===== config.mk =====
export PLATFORM = sky130hd
export DESIGN_NAME = streaming_frame_writer_flat
export DESIGN_NICKNAME = d
export VERILOG_FILES = /design/src/rtl/streaming_frame_writer_if.sv /design/src/rtl/streaming_frame_writer.sv /design/src/flat_wrapper.sv
export SDC_FILE = /design/constraint.sdc
export NUM_CORES = 2
export LEC_CHECK = 0
export ABC_AREA = 1
export BUFFER_PORTS_ARGS = -buffer_cell sky130_fd_sc_hd__clkbuf_2
export CAP_MARGIN = 5
export CORE_ASPECT_RATIO = 0.7
export CORE_MARGIN = 2
export CORE_UTILIZATION = 39
export DETAILED_ROUTE_END_ITERATION = 16
export RECOVER_POWER = 25
export SYNTH_ARGS = -nofsm -noshare
export SYNTH_HDL_FRONTEND = slang
export SYNTH_SLANG_ARGS = --single-unit
export TNS_END_PERCENT = 5

===== constraint.sdc =====
create_clock -name clk -period 7 [get_ports clk]
set_input_delay 0.35 -clock clk [delete_from_list [all_inputs] [get_ports clk]]
set_output_delay 0.35 -clock clk [all_outputs]
set_load 0.1 [all_outputs]

===== src/rtl/streaming_frame_writer_if.sv =====
// AXI write-channel bundle between the frame writer (master) and DDR interconnect (slave).
interface streaming_frame_writer_if #(
  parameter int ID_WIDTH = 4
);
  logic [ID_WIDTH-1:0] MASTER_WR_ADDR_ID;
  logic [31:0]         MASTER_WR_ADDR;
  logic [7:0]          MASTER_WR_ADDR_LEN;
  logic [1:0]          MASTER_WR_ADDR_BURST;
  logic                MASTER_WR_ADDR_VALID;
  logic                MASTER_WR_ADDR_READY;
  logic [31:0]         MASTER_WR_DATA;
  logic [3:0]          MASTER_WR_STRB;
  logic                MASTER_WR_DATA_LAST;
  logic                MASTER_WR_DATA_VALID;
  logic                MASTER_WR_DATA_READY;
  logic [ID_WIDTH-1:0] MASTER_WR_BACK_ID;
  logic [1:0]          MASTER_WR_BACK_RESP;
  logic                MASTER_WR_BACK_VALID;
  logic                MASTER_WR_BACK_READY;

  modport master (
    output MASTER_WR_ADDR_ID, MASTER_WR_ADDR, MASTER_WR_ADDR_LEN, MASTER_WR_ADDR_BURST,
           MASTER_WR_ADDR_VALID, MASTER_WR_DATA, MASTER_WR_STRB, MASTER_WR_DATA_LAST,
           MASTER_WR_DATA_VALID, MASTER_WR_BACK_READY,
    input  MASTER_WR_ADDR_READY, MASTER_WR_DATA_READY, MASTER_WR_BACK_ID,
           MASTER_WR_BACK_RESP, MASTER_WR_BACK_VALID
  );

  modport slave (
    input  MASTER_WR_ADDR_ID, MASTER_WR_ADDR, MASTER_WR_ADDR_LEN, MASTER_WR_ADDR_BURST,
           MASTER_WR_ADDR_VALID, MASTER_WR_DATA, MASTER_WR_STRB, MASTER_WR_DATA_LAST,
           MASTER_WR_DATA_VALID, MASTER_WR_BACK_READY,
    output MASTER_WR_ADDR_READY, MASTER_WR_DATA_READY, MASTER_WR_BACK_ID,
           MASTER_WR_BACK_RESP, MASTER_WR_BACK_VALID
  );
endinterface


===== src/rtl/streaming_frame_writer.sv =====
// Capture-side DMA writer: buffers a pixel stream in a FIFO and writes whole
// frames into alternating DDR regions as AXI INCR bursts (word addressing).
module streaming_frame_writer #(
  parameter int ID_WIDTH   = 4,
  parameter int BURST_LEN  = 16,
  parameter int FIFO_DEPTH = 64,
  parameter int WR_ID      = 0
) (
  input  logic        clk,
  input  logic        rst,
  input  logic        capture_en,
  input  logic [31:0] start_write_addr0,
  input  logic [31:0] end_write_addr0,
  input  logic [31:0] start_write_addr1,
  input  logic [31:0] end_write_addr1,
  input  logic [31:0] capture_height_width,
  input  logic [31:0] s_data,
  input  logic        s_sof,
  input  logic        s_valid,
  output logic        s_ready,
  output logic        frame_done,
  output logic        frame_buf,
  output logic        clip_err,
  output logic        resp_err,
  streaming_frame_writer_if.master axi
);
  localparam int AW = $clog2(FIFO_DEPTH);

  typedef enum logic [2:0] {S_IDLE, S_WAIT, S_ADDR, S_DATA, S_RESP, S_DONE} state_t;
  state_t state;

  logic [31:0]   mem [FIFO_DEPTH];
  logic [AW-1:0] wptr, rptr;
  logic [AW:0]   cnt;
  logic [31:0]   frame_words, accepted, remaining, next_addr;
  logic [8:0]    blen, beat, blen_next;
  logic          tgt_buf;
  logic          full, empty, start, push, pop, flush, last_beat;
  logic [31:0]   hw_words, start_words;
  logic [32:0]   rsz;
  logic          clip;
  logic          unused_id;

  assign unused_id = ^axi.MASTER_WR_BACK_ID;

  assign full  = (cnt == (AW+1)'(FIFO_DEPTH));
  assign empty = (cnt == '0);
  assign start = (state == S_IDLE) && s_valid && s_sof && capture_en;
  // Idle swallows stray non-sof beats; in-frame acceptance stops at frame_words.
  assign s_ready = (state == S_IDLE) || (!full && (accepted < frame_words));
  assign push    = s_valid && s_ready && ((state != S_IDLE) || start);
  assign pop     = (state == S_DATA) && !empty && axi.MASTER_WR_DATA_READY;
  assign last_beat = (beat == blen - 9'd1);
  // Leaving a frame (done or aborted) drops anything left in the FIFO.
  assign flush = (state == S_DONE) || ((state == S_WAIT) && !capture_en) ||
                 ((state == S_RESP) && axi.MASTER_WR_BACK_VALID && (remaining != '0) && !capture_en);

  // Frame size and clamp against the region the next frame will land in.
  always_comb begin
    hw_words  = 32'(capture_height_width[31:16]) * 32'(capture_height_width[15:0]);
    rsz       = frame_buf ? ({1'b0, end_write_addr0} - {1'b0, start_write_addr0} + 33'd1)
                          : ({1'b0, end_write_addr1} - {1'b0, start_write_addr1} + 33'd1);
    clip      = {1'b0, hw_words} > rsz;
    start_words = clip ? rsz[31:0] : hw_words;
    blen_next = (remaining < 32'(BURST_LEN)) ? remaining[8:0] : 9'(BURST_LEN);
  end

  assign axi.MASTER_WR_ADDR_ID    = ID_WIDTH'(WR_ID);
  assign axi.MASTER_WR_ADDR_BURST = 2'b01;
  assign axi.MASTER_WR_STRB       = 4'hF;
  assign axi.MASTER_WR_DATA       = mem[rptr];
  assign axi.MASTER_WR_DATA_VALID = (state == S_DATA) && !empty;
  assign axi.MASTER_WR_DATA_LAST  = (state == S_DATA) && last_beat;

  // FIFO storage (no reset needed, pointers qualify contents).
  always_ff @(posedge clk) begin
    if (push) mem[wptr] <= s_data;
  end

  // FIFO pointers and occupancy; simultaneous push/pop leaves count unchanged.
  always_ff @(posedge clk) begin
    if (rst || flush) begin
      wptr <= '0;
      rptr <= '0;
      cnt  <= '0;
    end else begin
      if (push) wptr <= wptr + 1'b1;
      if (pop)  rptr <= rptr + 1'b1;
      cnt <= cnt + (AW+1)'(push) - (AW+1)'(pop);
    end
  end

  // Frame/burst sequencer with registered AXI control and status outputs.
  always_ff @(posedge clk) begin
    if (rst) begin
      state       <= S_IDLE;
      frame_done  <= 1'b0;
      frame_buf   <= 1'b1;
      clip_err    <= 1'b0;
      resp_err    <= 1'b0;
      tgt_buf     <= 1'b0;
      frame_words <= '0;
      accepted    <= '0;
      remaining   <= '0;
      next_addr   <= '0;
      blen        <= '0;
      beat        <= '0;
      axi.MASTER_WR_ADDR       <= '0;
      axi.MASTER_WR_ADDR_LEN   <= '0;
      axi.MASTER_WR_ADDR_VALID <= 1'b0;
      axi.MASTER_WR_BACK_READY <= 1'b0;
    end else begin
      frame_done <= 1'b0;
      if (start)     accepted <= 32'd1;
      else if (push) accepted <= accepted + 32'd1;
      case (state)
        S_IDLE: if (start) begin
          tgt_buf     <= ~frame_buf;
          next_addr   <= frame_buf ? start_write_addr0 : start_write_addr1;
          clip_err    <= clip;
          resp_err    <= 1'b0;
          frame_words <= start_words;
          remaining   <= start_words;
          if (start_words == '0) begin
            state      <= S_DONE;
            frame_done <= 1'b1;
            frame_buf  <= ~frame_buf;
          end else begin
            state <= S_WAIT;
          end
        end
        S_WAIT: begin
          if (!capture_en) begin
            state <= S_IDLE;
          end else if (32'(cnt) >= 32'(blen_next)) begin
            axi.MASTER_WR_ADDR       <= next_addr;
            axi.MASTER_WR_ADDR_LEN   <= 8'(blen_next - 9'd1);
            axi.MASTER_WR_ADDR_VALID <= 1'b1;
            blen      <= blen_next;
            remaining <= remaining - 32'(blen_next);
            beat      <= '0;
            state     <= S_ADDR;
          end
        end
        S_ADDR: if (axi.MASTER_WR_ADDR_READY) begin
          axi.MASTER_WR_ADDR_VALID <= 1'b0;
          state <= S_DATA;
        end
        S_DATA: if (pop) begin
          beat <= beat + 9'd1;
          if (last_beat) begin
            axi.MASTER_WR_BACK_READY <= 1'b1;
            state <= S_RESP;
          end
        end
        S_RESP: if (axi.MASTER_WR_BACK_VALID) begin
          axi.MASTER_WR_BACK_READY <= 1'b0;
          if (axi.MASTER_WR_BACK_RESP != 2'b00) resp_err <= 1'b1;
          if (remaining == '0) begin
            state      <= S_DONE;
            frame_done <= 1'b1;
            frame_buf  <= tgt_buf;
          end else if (!capture_en) begin
            state <= S_IDLE;
          end else begin
            next_addr <= next_addr + 32'(blen);
            state     <= S_WAIT;
          end
        end
        S_DONE:  state <= S_IDLE;
        default: state <= S_IDLE;
      endcase
    end
  end
endmodule

===== src/flat_wrapper.sv =====
// flat-port wrapper written by rule: the top's interface ports become plain ports
module streaming_frame_writer_flat 
#(
  parameter int ID_WIDTH   = 4,
  parameter int BURST_LEN  = 16,
  parameter int FIFO_DEPTH = 64,
  parameter int WR_ID      = 0
)
  (clk, rst, capture_en, start_write_addr0, end_write_addr0, start_write_addr1, end_write_addr1, capture_height_width, s_data, s_sof, s_valid, s_ready, frame_done, frame_buf, clip_err, resp_err, axi_MASTER_WR_ADDR_ID, axi_MASTER_WR_ADDR, axi_MASTER_WR_ADDR_LEN, axi_MASTER_WR_ADDR_BURST, axi_MASTER_WR_ADDR_VALID, axi_MASTER_WR_DATA, axi_MASTER_WR_STRB, axi_MASTER_WR_DATA_LAST, axi_MASTER_WR_DATA_VALID, axi_MASTER_WR_BACK_READY, axi_MASTER_WR_ADDR_READY, axi_MASTER_WR_DATA_READY, axi_MASTER_WR_BACK_ID, axi_MASTER_WR_BACK_RESP, axi_MASTER_WR_BACK_VALID);
  streaming_frame_writer_if #(.ID_WIDTH(ID_WIDTH)) axi_i ();
  input  logic clk;
  input  logic rst;
  input  logic capture_en;
  input  logic [31:0] start_write_addr0;
  input  logic [31:0] end_write_addr0;
  input  logic [31:0] start_write_addr1;
  input  logic [31:0] end_write_addr1;
  input  logic [31:0] capture_height_width;
  input  logic [31:0] s_data;
  input  logic s_sof;
  input  logic s_valid;
  output logic s_ready;
  output logic frame_done;
  output logic frame_buf;
  output logic clip_err;
  output logic resp_err;
  output wire logic [$bits(axi_i.MASTER_WR_ADDR_ID)-1:0] axi_MASTER_WR_ADDR_ID;
  output wire logic [$bits(axi_i.MASTER_WR_ADDR)-1:0] axi_MASTER_WR_ADDR;
  output wire logic [$bits(axi_i.MASTER_WR_ADDR_LEN)-1:0] axi_MASTER_WR_ADDR_LEN;
  output wire logic [$bits(axi_i.MASTER_WR_ADDR_BURST)-1:0] axi_MASTER_WR_ADDR_BURST;
  output wire logic [$bits(axi_i.MASTER_WR_ADDR_VALID)-1:0] axi_MASTER_WR_ADDR_VALID;
  output wire logic [$bits(axi_i.MASTER_WR_DATA)-1:0] axi_MASTER_WR_DATA;
  output wire logic [$bits(axi_i.MASTER_WR_STRB)-1:0] axi_MASTER_WR_STRB;
  output wire logic [$bits(axi_i.MASTER_WR_DATA_LAST)-1:0] axi_MASTER_WR_DATA_LAST;
  output wire logic [$bits(axi_i.MASTER_WR_DATA_VALID)-1:0] axi_MASTER_WR_DATA_VALID;
  output wire logic [$bits(axi_i.MASTER_WR_BACK_READY)-1:0] axi_MASTER_WR_BACK_READY;
  input wire logic [$bits(axi_i.MASTER_WR_ADDR_READY)-1:0] axi_MASTER_WR_ADDR_READY;
  input wire logic [$bits(axi_i.MASTER_WR_DATA_READY)-1:0] axi_MASTER_WR_DATA_READY;
  input wire logic [$bits(axi_i.MASTER_WR_BACK_ID)-1:0] axi_MASTER_WR_BACK_ID;
  input wire logic [$bits(axi_i.MASTER_WR_BACK_RESP)-1:0] axi_MASTER_WR_BACK_RESP;
  input wire logic [$bits(axi_i.MASTER_WR_BACK_VALID)-1:0] axi_MASTER_WR_BACK_VALID;
  assign axi_MASTER_WR_ADDR_ID = axi_i.MASTER_WR_ADDR_ID;
  assign axi_MASTER_WR_ADDR = axi_i.MASTER_WR_ADDR;
  assign axi_MASTER_WR_ADDR_LEN = axi_i.MASTER_WR_ADDR_LEN;
  assign axi_MASTER_WR_ADDR_BURST = axi_i.MASTER_WR_ADDR_BURST;
  assign axi_MASTER_WR_ADDR_VALID = axi_i.MASTER_WR_ADDR_VALID;
  assign axi_MASTER_WR_DATA = axi_i.MASTER_WR_DATA;
  assign axi_MASTER_WR_STRB = axi_i.MASTER_WR_STRB;
  assign axi_MASTER_WR_DATA_LAST = axi_i.MASTER_WR_DATA_LAST;
  assign axi_MASTER_WR_DATA_VALID = axi_i.MASTER_WR_DATA_VALID;
  assign axi_MASTER_WR_BACK_READY = axi_i.MASTER_WR_BACK_READY;
  assign axi_i.MASTER_WR_ADDR_READY = axi_MASTER_WR_ADDR_READY;
  assign axi_i.MASTER_WR_DATA_READY = axi_MASTER_WR_DATA_READY;
  assign axi_i.MASTER_WR_BACK_ID = axi_MASTER_WR_BACK_ID;
  assign axi_i.MASTER_WR_BACK_RESP = axi_MASTER_WR_BACK_RESP;
  assign axi_i.MASTER_WR_BACK_VALID = axi_MASTER_WR_BACK_VALID;
  streaming_frame_writer #(.ID_WIDTH(ID_WIDTH), .BURST_LEN(BURST_LEN), .FIFO_DEPTH(FIFO_DEPTH), .WR_ID(WR_ID)) u_core (.clk(clk), .rst(rst), .capture_en(capture_en), .start_write_addr0(start_write_addr0), .end_write_addr0(end_write_addr0), .start_write_addr1(start_write_addr1), .end_write_addr1(end_write_addr1), .capture_height_width(capture_height_width), .s_data(s_data), .s_sof(s_sof), .s_valid(s_valid), .s_ready(s_ready), .frame_done(frame_done), .frame_buf(frame_buf), .clip_err(clip_err), .resp_err(resp_err), .axi(axi_i));
endmodule

==> impl_metrics.json <==
{
  "setup_tns_ns": 0,
  "cts_tree": "yes",
  "final_util_pct": 44.80,
  "worstSetupStartpoint": "capture_height_width[6]",
  "worst-setup-path-type": "input port to register",
  "drt-pass1-iter-count": 6,
  "numCtsBuffers": 226,
  "port-buffer-count": 282,
  "cp-end-kind": "register",
  "fin_crit_ns": 6.992,
  "worstSetupStartpointType": "input port",
  "grt_remaining_overflow": 0,
  "syn_avg_cell_area_sq_um": 10.67,
  "cp_slowest_stage_delay_ns": 0.57,
  "synth.area.mux_share_pct": 0.01866,
  "critPathSlowestCell": "fa_1",
  "violations": "max-capacitance violations, max-slew violations",
  "fmax_mhz": 143.0,
  "die_h_microns": 442.8,
  "finalCritPeriodShare_pct": 99.88,
  "grt_pass1_wl_mm": 501.3,
  "yosys_warnings": 0,
  "routed-via-count": 80550,
  "antenna_found_initial": 22,
  "die-area_sq_mm": 0.2794,
  "io_pins": 297,
  "p_total_mw": 46.64,
  "synth_ff_type": "edfxtp_1",
  "setup_viol": 0,
  "layout.nets": 11170,
  "drt-wirelength-per-cell_microns": 24.06,
  "slew_headroom_pct": -143.5,
  "critPathRequiredTime_ns": 7.79,
  "grt_max_degree": 178,
  "synth_compound_area_share_pct": 13.78,
  "synth-xor-area-share_pct": 0.9469,
  "drtIter0Drc": 11020,
  "synth_top_family_by_area": "compound AO/OA/AOI/OAI gates",
  "slew_viol_final": 1820,
  "final.setup_skew_ns": 0.1036,
  "hold_viol_final": 0,
  "postSynthCellCount": 10060,
  "clk_pin_slew_worst_paths_ns": 0.06,
  "gp_routability_congestion": 0.9413,
  "rsz0062_at_grt": "true",
  "hold_path_class": "input port to register",
  "syn_area_sq_mm": 0.1073,
  "cts_root_buf": "clkbuf_16",
  "regToRegSetupSlack_ns": 1.80,
  "core_area_sq_mm": 0.2744,
  "die_w_microns": 630.9,
  "dp_hpwl_mm": 214.6,
  "reg2reg_depth": 23,
  "grt_pass1_vias": 75120,
  "synth_adder_area_share_pct": 7.485,
  "dp.cells": 13850,
  "run_status": "complete, but fails checks",
  "async_flop_share_pct": 0,
  "yosys.area_share.simple_pct": 11.29,
  "clkLatencyLatePin_ns": 0.91,
  "whs_ns": 0.06866,
  "drive_gt1_share_pct": 11.70,
  "cts_sinks": 2269,
  "ir_worst_vdd_v": 0.0009398,
  "ys_types": 68,
  "drc": 0,
  "track_usage_pct": 23.89,
  "ant_nets": 0,
  "yosysSeqAreaShare_pct": 61.44,
  "r2r_start": "u_core.remaining[10]",
  "syn_to_final_growth_pct": 14.58,
  "worstMarginPinSlew_ns": 3.652,
  "arrival_ns": 7.78,
  "cts_buffer_depth": 4,
  "leakage_nw": 45.73,
  "std_cell_rows": 161,
  "powerDensity_mw_per_mm2": 379.4,
  "drv_cap": 28,
  "htree_levels": 4,
  "wl_mm": 343.7,
  "critPathMostFrequentCell": "nand2_1",
  "start_util_pct": 39.10,
  "viasPerCell": 5.639,
  "endpoint": "u_core.state[2]",
  "synth-seq-cells": 2269,
  "worstReg2RegEnd": "u_core.remaining[21]",
  "cp_max_fo": 7,
  "synth_edf_count": 2048,
  "fin_cells": 14280
}
-- area by class of cell --
| type | count | area [sq um] |
|---|---|---|
| Clock buffer | 275 | 5943 |
| Timing Repair Buffer | 746 | 5318 |
| Multi-Input combinational cell | 6387 | 36940 |
| Clock inverter | 125 | 1119 |
| Fill cell | 25330 | 151400 |
| Antenna cell | 8 | 20.02 |
| Sequential cell | 2269 | 65950 |
| Tap cell | 3667 | 4588 |
| Inverter | 807 | 3054 |
-- what timing repair did --
action	CTS	global route
hold endpoints to repair	18	0
endpoints found under the setup margin	3	66
gates resized for setup	20	108
buffers inserted	4	11
hold buffers	11	0
pin swaps	8	37
-- per-layer routing --
layer	vias up	share of wire (%)	track usage, %
met3	470	11	4.129
met4	8	2.4	5.579
met1	39880	45	37.50
li1	36170	-	-
met5	-	0.016	0
met2	4023	42	34.06
-- synthesized netlist by cell type, drive strengths merged (79+ instances only) --
library cell / count / share of area [%]
dfxtp: 221 / 4.1
inv: 802 / 2.8
nand2: 1015 / 3.6
fa: 198 / 3.7
o21ai: 1499 / 7.0
edfxtp: 2048 / 57
o22ai: 660 / 3.8
xor2: 79 / 0.64
clkbuf: 558 / 2.0
ha: 325 / 3.8
nand3: 157 / 0.76
nor2: 1732 / 6.1
a21oi: 333 / 1.6
-- critical path, delay by kind of cell --
family,cells,cell delay [ns]
AOI/OAI and AO/OA,5,0.79
adders and majority gates,8,3.76
and+or+nand+nor,24,2.12
buffers and inverters,10,0.73
-- kinds of logic (layout without fill, tap and decap cells) --
logic type	after synthesis	count (layout)
AND/OR/NAND/NOR	3055	3055
multiplexers	2	2
other	2	21
adder cells (fa/ha/maj)	523	523
XOR/XNOR	116	116
flip-flops	2269	2269
buffers and inverters	1413	1953
AO/OA/AOI/OAI	2678	2678
-- report_power, final --
part           leakage (nW)  switching [mW]  internal (mW)
logic                  22.1            11.2           8.62
clock network          3.45            5.14           6.70
registers              20.2          0.0905           14.9
-- through the flow --
stage	setup WS, ns	area [sq um]
after floorplan	-0.1458	107800
after global routing	-0.4220	122900
final	0.008119	122900
after CTS	0.006775	122600
after detailed placement	-1.093	115300
after global placement	-1.088	115300
-- placed cells by master, fill, tap and decap left out, types with 25 or more instances in the layout --
cell	count
a21oi_1	321
o22ai_1	660
clkinv_2	31
clkbuf_2	267
xnor2_1	34
o211ai_1	35
inv_1	775
nand4_1	37
xor2_1	75
o21ai_0	1473
nand2_1	978
inv_2	25
buf_12	32
fa_1	194
edfxtp_1	2048
o32ai_1	44
nor3_1	62
ha_1	316
clkbuf_16	227
clkinv_1	61
nand3_1	149
clkbuf_1	68
nand2_2	32
dfxtp_1	214
buf_4	388
nor2_1	1652
nor2_4	68
-- registers in the layout, indices dropped and copies added (netlist names), 8 cells and up, named ones only --
name,count
u_core.frame_words,32
u_core.next_addr,32
u_core.axi.MASTER_WR_ADDR_LEN,8
u_core.beat,9
u_core.accepted,32
u_core.remaining,32
u_core.blen,9
u_core.axi.MASTER_WR_ADDR,32
u_core.mem,2048
-- how the worst min path moves through the flow --
| stage | from | end | slack, ns | cells after the start |
|---|---|---|---|---|
| final | capture_en | u_core.state[0] | 0.07 | 5 |
| after global placement | u_core.axi.MASTER_WR_ADDR_LEN[5] | u_core.axi.MASTER_WR_ADDR_LEN[5] | 0.43 | 2 |
| after detailed placement | u_core.axi.MASTER_WR_ADDR_LEN[5] | u_core.axi.MASTER_WR_ADDR_LEN[5] | 0.44 | 2 |
| after CTS | capture_en | u_core.state[0] | 0.007 | 5 |
| after floorplan | u_core.tgt_buf | u_core.tgt_buf | 0.43 | 2 |
| after global routing | capture_en | u_core.state[0] | 0.11 | 5 |
No activity file was read; power rests on OpenSTA's default activity.
